===== config.mk =====
export PLATFORM = sky130hd
export DESIGN_NAME = hdlc_line_monitor
export DESIGN_NICKNAME = d
export VERILOG_FILES = /design/src/rtl/hdlc_line_monitor.sv
export SDC_FILE = /design/constraint.sdc
export NUM_CORES = 1
export LEC_CHECK = 0
export CAP_MARGIN = 10
export CORE_ASPECT_RATIO = 0.5
export CORE_UTILIZATION = 45
export DETAILED_ROUTE_END_ITERATION = 8
export DONT_BUFFER_PORTS = 1
export HOLD_SLACK_MARGIN = 0.12
export PLACE_DENSITY = 0.64
export SLEW_MARGIN = 20
export SYNTH_ARGS = -nofsm -noshare
export SYNTH_HDL_FRONTEND = slang
export SYNTH_SLANG_ARGS = --single-unit

===== constraint.sdc =====
create_clock -name Clk -period 3.2 [get_ports Clk]
set_input_delay 0.64 -clock Clk [delete_from_list [all_inputs] [get_ports Clk]]
set_output_delay 0.64 -clock Clk [all_outputs]
set_load 0.01 [all_outputs]

===== src/rtl/hdlc_line_monitor.sv =====
// HDLC line monitor: decodes flag/abort/idle/stuffed-zero patterns on a sampled serial line,
// delimits frames, checks alignment and length limits, and keeps saturating frame statistics.
module hdlc_line_monitor #(
   parameter int MAX_BYTES = 128,
   parameter int MIN_BYTES = 4,
   parameter int IDLE_LEN  = 8,
   parameter int CNT_W     = 16
) (
   input  logic                           Clk,
   input  logic                           Rst,
   input  logic                           BitEn,
   input  logic                           Line,
   input  logic                           Clear,
   output logic                           FlagDet,
   output logic                           AbortDet,
   output logic                           ZeroRemoved,
   output logic                           IdleDet,
   output logic                           InFrame,
   output logic                           FrameDone,
   output logic                           FrameErr,
   output logic                           FrameAborted,
   output logic                           FrameOverflow,
   output logic [$clog2(MAX_BYTES+1)-1:0] FrameBytes,
   output logic [CNT_W-1:0]               FrameCnt,
   output logic [CNT_W-1:0]               AbortCnt,
   output logic [CNT_W-1:0]               ErrCnt
);
   localparam int BYTES_W   = $clog2(MAX_BYTES+1);
   localparam int BIT_LIMIT = 8*(MAX_BYTES+1)+7;
   localparam int BIT_W     = $clog2(BIT_LIMIT+1);
   localparam int ONES_W    = $clog2(IDLE_LEN+1);

   localparam logic [BIT_W-1:0]  PREFIX_BITS = BIT_W'(7);
   localparam logic [BIT_W-1:0]  MIN_BITS    = BIT_W'(8*MIN_BYTES);
   localparam logic [BIT_W-1:0]  LIMIT_BITS  = BIT_W'(BIT_LIMIT);
   localparam logic [ONES_W-1:0] IDLE_ONES   = ONES_W'(IDLE_LEN);

   typedef enum logic [1:0] {HUNT, OPEN, FRAME} state_t;

   state_t            state, stateNext;
   logic [1:0]        rstSync;
   logic              rstInt;
   logic [ONES_W-1:0] ones, onesNext;
   logic              seenZero;
   logic [BIT_W-1:0]  bitCnt, bitCntNext, bitCntInc, frameBits;
   logic              isZero, isStuff, isFlag, isAbort;
   logic              doneNext, errNext, abortedNext, ovfNext;

   // Reset asserts immediately but releases only on a clock edge.
   always_ff @(posedge Clk or negedge Rst) begin
      if (!Rst) rstSync <= 2'b00;
      else      rstSync <= {rstSync[0], 1'b1};
   end
   assign rstInt = rstSync[1];

   assign isZero    = BitEn && !Line;
   assign isStuff   = isZero && (ones == ONES_W'(5));
   assign isFlag    = isZero && (ones == ONES_W'(6)) && seenZero;
   assign isAbort   = BitEn && Line && (ones == ONES_W'(6));
   assign bitCntInc = bitCnt + BIT_W'(1);
   assign frameBits = bitCnt - PREFIX_BITS;

   always_comb begin
      onesNext = ones;
      if (BitEn) begin
         if (!Line)                  onesNext = '0;
         else if (ones != IDLE_ONES) onesNext = ones + ONES_W'(1);
      end
   end

   always_ff @(posedge Clk or negedge rstInt) begin
      if (!rstInt) state <= HUNT;
      else         state <= stateNext;
   end

   always_comb begin
      stateNext   = state;
      bitCntNext  = bitCnt;
      doneNext    = 1'b0;
      errNext     = 1'b0;
      abortedNext = 1'b0;
      ovfNext     = 1'b0;
      if (isFlag) begin
         stateNext  = OPEN;
         bitCntNext = '0;
         if (state == FRAME && bitCnt > PREFIX_BITS) begin
            doneNext = 1'b1;
            errNext  = (frameBits[2:0] != 3'd0) || (frameBits < MIN_BITS);
         end
      end else if (isAbort) begin
         abortedNext = (state == FRAME);
         stateNext   = HUNT;
         bitCntNext  = '0;
      end else if (BitEn && !isStuff && state != HUNT) begin
         bitCntNext = bitCntInc;
         // Content is only certain once more bits follow the flag than any flag prefix can hold.
         if (state == OPEN && bitCntInc > PREFIX_BITS) begin
            stateNext = FRAME;
         end else if (state == FRAME && bitCntInc == LIMIT_BITS) begin
            ovfNext    = 1'b1;
            stateNext  = HUNT;
            bitCntNext = '0;
         end
      end
   end

   function automatic logic [CNT_W-1:0] satInc(input logic [CNT_W-1:0] v);
      return (&v) ? v : v + CNT_W'(1);
   endfunction

   always_ff @(posedge Clk or negedge rstInt) begin
      if (!rstInt) begin
         ones          <= '0;
         seenZero      <= 1'b0;
         bitCnt        <= '0;
         FlagDet       <= 1'b0;
         AbortDet      <= 1'b0;
         ZeroRemoved   <= 1'b0;
         IdleDet       <= 1'b0;
         InFrame       <= 1'b0;
         FrameDone     <= 1'b0;
         FrameErr      <= 1'b0;
         FrameAborted  <= 1'b0;
         FrameOverflow <= 1'b0;
         FrameBytes    <= '0;
         FrameCnt      <= '0;
         AbortCnt      <= '0;
         ErrCnt        <= '0;
      end else begin
         ones          <= onesNext;
         seenZero      <= seenZero | isZero;
         bitCnt        <= bitCntNext;
         FlagDet       <= isFlag;
         AbortDet      <= isAbort;
         ZeroRemoved   <= isStuff;
         IdleDet       <= (onesNext >= IDLE_ONES);
         InFrame       <= (stateNext == FRAME);
         FrameDone     <= doneNext;
         FrameErr      <= errNext;
         FrameAborted  <= abortedNext;
         FrameOverflow <= ovfNext;
         if (doneNext) FrameBytes <= BYTES_W'(frameBits >> 3);
         if (Clear) begin
            FrameCnt <= '0;
            AbortCnt <= '0;
            ErrCnt   <= '0;
         end else begin
            if (doneNext && !errNext)           FrameCnt <= satInc(FrameCnt);
            if (abortedNext)                    AbortCnt <= satInc(AbortCnt);
            if ((doneNext && errNext) || ovfNext) ErrCnt <= satInc(ErrCnt);
         end
      end
   end
endmodule


==> impl_metrics.py <==
metrics = {
    "worst_hold_path": {
        "min_path_type": "reg2async",
    },
    "floorplan": {
        "start_util_pct": 46.94,
        "core.rowCount": 26,
        "core_area_mm2": 0.01038,
        "dieArea_mm2": 0.01127,
        "die_w_um": 149.1,
        "ios": 70,
        "die_h_um": 75.57,
    },
    "clocking": {
        "root_buffer": "clkbuf_16",
        "path_clk_slew_ps": 70,
        "cts-htree-levels": 3,
        "clockBufferDepth": 2,
        "cts_tree": "done",
        "numCtsBuffers": 9,
        "cts_sinks": 85,
        "worstSkewPairLatency_ps": 340,
        "postCtsSetupBuffers": 0,
    },
    "synth": {
        "syn_inst": 516,
        "synthArstFlopShare_pct": 100.0,
        "syn_area_mm2": 0.004871,
        "synth_flop_cell": "dfrtp_1",
        "netlist-cell-type-count": 69,
        "yosys_warnings": 0,
        "avgSynthCellArea_um2": 9.440,
        "syn-num-nets": 531,
        "ys_seq_area_share_pct": 43.67,
        "synth-edff-count": 0,
        "ys_ff_latch": 85,
    },
    "critical_path": {
        "reg2reg_to": "ErrCnt[5]",
        "cp_slowest_cell": "dfrtp_1",
        "worstSetupStartpointType": "flip-flop",
        "slowest_delay_ps": 560,
        "critPathLaunch": "bitCnt[4]",
        "critical_path.max_fanout": 14,
        "r2r_slack_ps": 270,
        "timing.rr.start": "bitCnt[4]",
        "crit_required_ps": 3420,
        "worstSetupPathType": "reg2reg",
        "cp-endpoint": "ErrCnt[5]",
        "end_kind": "flip-flop",
        "ff2ff_path_depth": 7,
        "crit_chain": "nor4_4, nand2_1, nor4_2, o211ai_2, a21o_1, a211oi_1, mux2_2",
        "cp.arrival_ps": 3150,
    },
    "place": {
        "port_buffers": 0,
        "dpl_cell_area_mm2": 0.004926,
        "place.gp.congestion": 0.8640,
        "place_ws_ps": 229.5,
        "place_hpwl_um": 7171,
    },
    "timing": {
        "clock_skew_ps": 10.24,
        "slew_violations": 0,
        "setup_viol": 0,
        "fin_crit_ps": 2935,
        "relSlewSlack_pct": 64.86,
        "tightest_slew_ps": 527.1,
        "grt_setup_unrepaired": "false",
        "maxClockFrequency_mhz": 340.7,
        "finalHoldViolCount": 0,
        "finalCritPeriodShare_pct": 91.71,
        "finalWorstSetupSlack_ps": 265.3,
        "fin_setup_tns_ps": 0,
    },
    "drt": {
        "drc": 0,
        "wirelength_um": 10600,
        "drtPass1Iterations": 4,
        "wl_met2_um": 4949,
        "drt_iter0_drc": 232,
        "wl_per_cell_um": 16.33,
        "vias_per_cell": 5.720,
        "highest_layer": "met4",
        "vias": 3712,
        "routed-wl-met3_um": 556,
        "drt-met1-wl_um": 4977,
        "antenna_left": 0,
    },
    "cells_and_area": {
        "multi_input_area_mm2": 0.002529,
        "n_fill_cell": 955,
        "drive_gt1_share_pct": 9.430,
        "area_growth_pct": 9.478,
        "fin_util_pct": 51.39,
        "fin_area_mm2": 0.005333,
        "area.sequential_mm2": 0.002132,
        "antennaDiodeCount": 0,
        "final_common_cell": "dfrtp_1",
        "nets": 519,
        "mostFrequentLayoutCells": "dfrtp_1, nor2_1, nand2_1, a21oi_1, o21ai_0",
    },
    "grt": {
        "antenna_found_initial": 0,
        "grt_pass1_wl_um": 17040,
        "overflow": 0,
        "grt_start_max_net_pins": 84,
        "grt_pass1_vias": 3456,
        "grt_usage_pct": 19.18,
    },
    "power": {
        "finalPower_w": 0.003022,
        "p_per_area_mw_per_mm2": 566.7,
        "vdd_drop_max_mv": 0.2775,
        "p_sw_w": 0.0008220,
        "combPwrFrac_pct": 16.7,
        "pwr-share-clk_pct": 41.9,
        "p_leak_nw": 2.312,
        "seqPwrFrac_pct": 41.4,
        "swShare_pct": 27.20,
        "internal-power_w": 0.002200,
    },
    "job": {
        "drv_cap": 0,
    },
    "outcome": {
        "outcome": "finished clean",
    },
}
-- flip-flops by register name, indices dropped and copies added, names as in the netlist --
register / flops
FlagDet: 1
FrameDone: 1
seenZero: 1
rstSync: 2
state: 2
IdleDet: 1
ones: 4
FrameAborted: 1
ZeroRemoved: 1
FrameCnt: 16
bitCnt: 11
FrameErr: 1
ErrCnt: 16
AbortCnt: 16
FrameOverflow: 1
AbortDet: 1
InFrame: 1
FrameBytes: 8
-- critical path: cells and delay by family, from the launching register on --
kind,cells,cell delay [ps]
AOI/OAI and AO/OA,3,960
and+or+nand+nor,3,900
DFF,1,560
muxes,1,380
-- cells by family (layout without fill, tap and decap cells) --
| group | after synthesis | count (layout) | synth area share [%] |
|---|---|---|---|
| and+or+nand+nor | 223 | 223 | 25.58 |
| other | 1 | 1 | 0.07699 |
| muxes | 16 | 16 | 3.648 |
| adders and majority gates | 10 | 10 | 2.569 |
| xor gates and xnor gates | 29 | 29 | 5.214 |
| buffers and inverters | 45 | 38 | 4.623 |
| DFF | 85 | 85 | 43.67 |
| AOI/OAI and AO/OA | 107 | 107 | 14.62 |
-- cells in the mapped netlist (3+ instances only) --
| cell | number | area share [%] |
|---|---|---|
| a211oi_1 | 6 | 0.92 |
| a21o_1 | 7 | 1.1 |
| a21oi_1 | 33 | 3.4 |
| and2_1 | 9 | 1.2 |
| and3_1 | 17 | 2.2 |
| and4_1 | 7 | 1.3 |
| buf_2 | 8 | 0.82 |
| buf_4 | 4 | 0.62 |
| buf_6 | 4 | 0.92 |
| clkbuf_1 | 12 | 0.92 |
| dfrtp_1 | 85 | 44 |
| ha_1 | 10 | 2.6 |
| inv_1 | 15 | 1.2 |
| mux2_1 | 10 | 2.3 |
| mux2_2 | 4 | 0.92 |
| nand2_1 | 48 | 3.7 |
| nand3_1 | 20 | 2.1 |
| nand4_1 | 14 | 1.8 |
| nor2_1 | 50 | 3.9 |
| nor2b_1 | 16 | 2.1 |
| nor3b_1 | 4 | 0.62 |
| nor4_1 | 3 | 0.39 |
| o21ai_0 | 24 | 2.5 |
| o22ai_1 | 5 | 0.64 |
| o31ai_1 | 8 | 1.2 |
| or3_1 | 8 | 1.0 |
| or4_1 | 8 | 1.2 |
| xnor2_1 | 13 | 2.3 |
| xor2_1 | 16 | 2.9 |
-- how the worst min path moves through the flow --
stage          startpoint      endpoint  slack, ps  depth (start not counted)
2_1_floorplan  rstSync[0]    rstSync[1]        330                          0
3_3_place_gp   rstSync[0]    rstSync[1]        330                          0
3_5_place_dp          Rst    rstSync[0]        340                          0
4_1_cts             Clear  FrameCnt[15]        360                          1
5_1_grt        rstSync[1]       InFrame        310                          0
6_report       rstSync[1]       ones[1]        260                          0
-- metal layers --
metal	global-route usage, %	vias to the layer above
met4	6.009	0
met2	32.14	74
li1	-	1812
met5	0	-
met1	24.13	1813
met3	5.988	13
-- power groups by stage --
stage | Clock, W | Combinational, W | Sequential [W]
2_1_floorplan | 0 | 0.000397 | 0.00126
3_3_place_gp | 0 | 0.000481 | 0.00128
3_5_place_dp | 0 | 0.000482 | 0.00128
4_1_cts | 0.00129 | 0.000486 | 0.00126
5_1_grt | 0.00134 | 0.000564 | 0.00126
6_report | 0.00127 | 0.000504 | 0.00125
-- what timing repair did --
| action | 4_1_cts | 5_1_grt |
|---|---|---|
| hold buffers | 1 | 0 |
| gates resized for setup | 0 | 2 |
| setup endpoints to repair | 0 | 5 |
| endpoints found under the hold margin | 2 | 0 |
-- area by class of cell --
type / instances / share of cell area (%)
Tap cell: 140 / 3.285
Timing Repair Buffer: 7 / 1.408
Multi-Input combinational cell: 386 / 47.42
Clock inverter: 6 / 2.557
Sequential cell: 85 / 39.98
Clock buffer: 10 / 4.294
Inverter: 15 / 1.056
-- stage by stage --
stage	instances	hold slack, ps
finish	649	260.4
global route	649	307.1
floorplan	516	331.2
detailed placement	631	344.5
global placement	631	332.3
CTS	648	355.3
No activity file was read; power rests on OpenSTA's default activity.
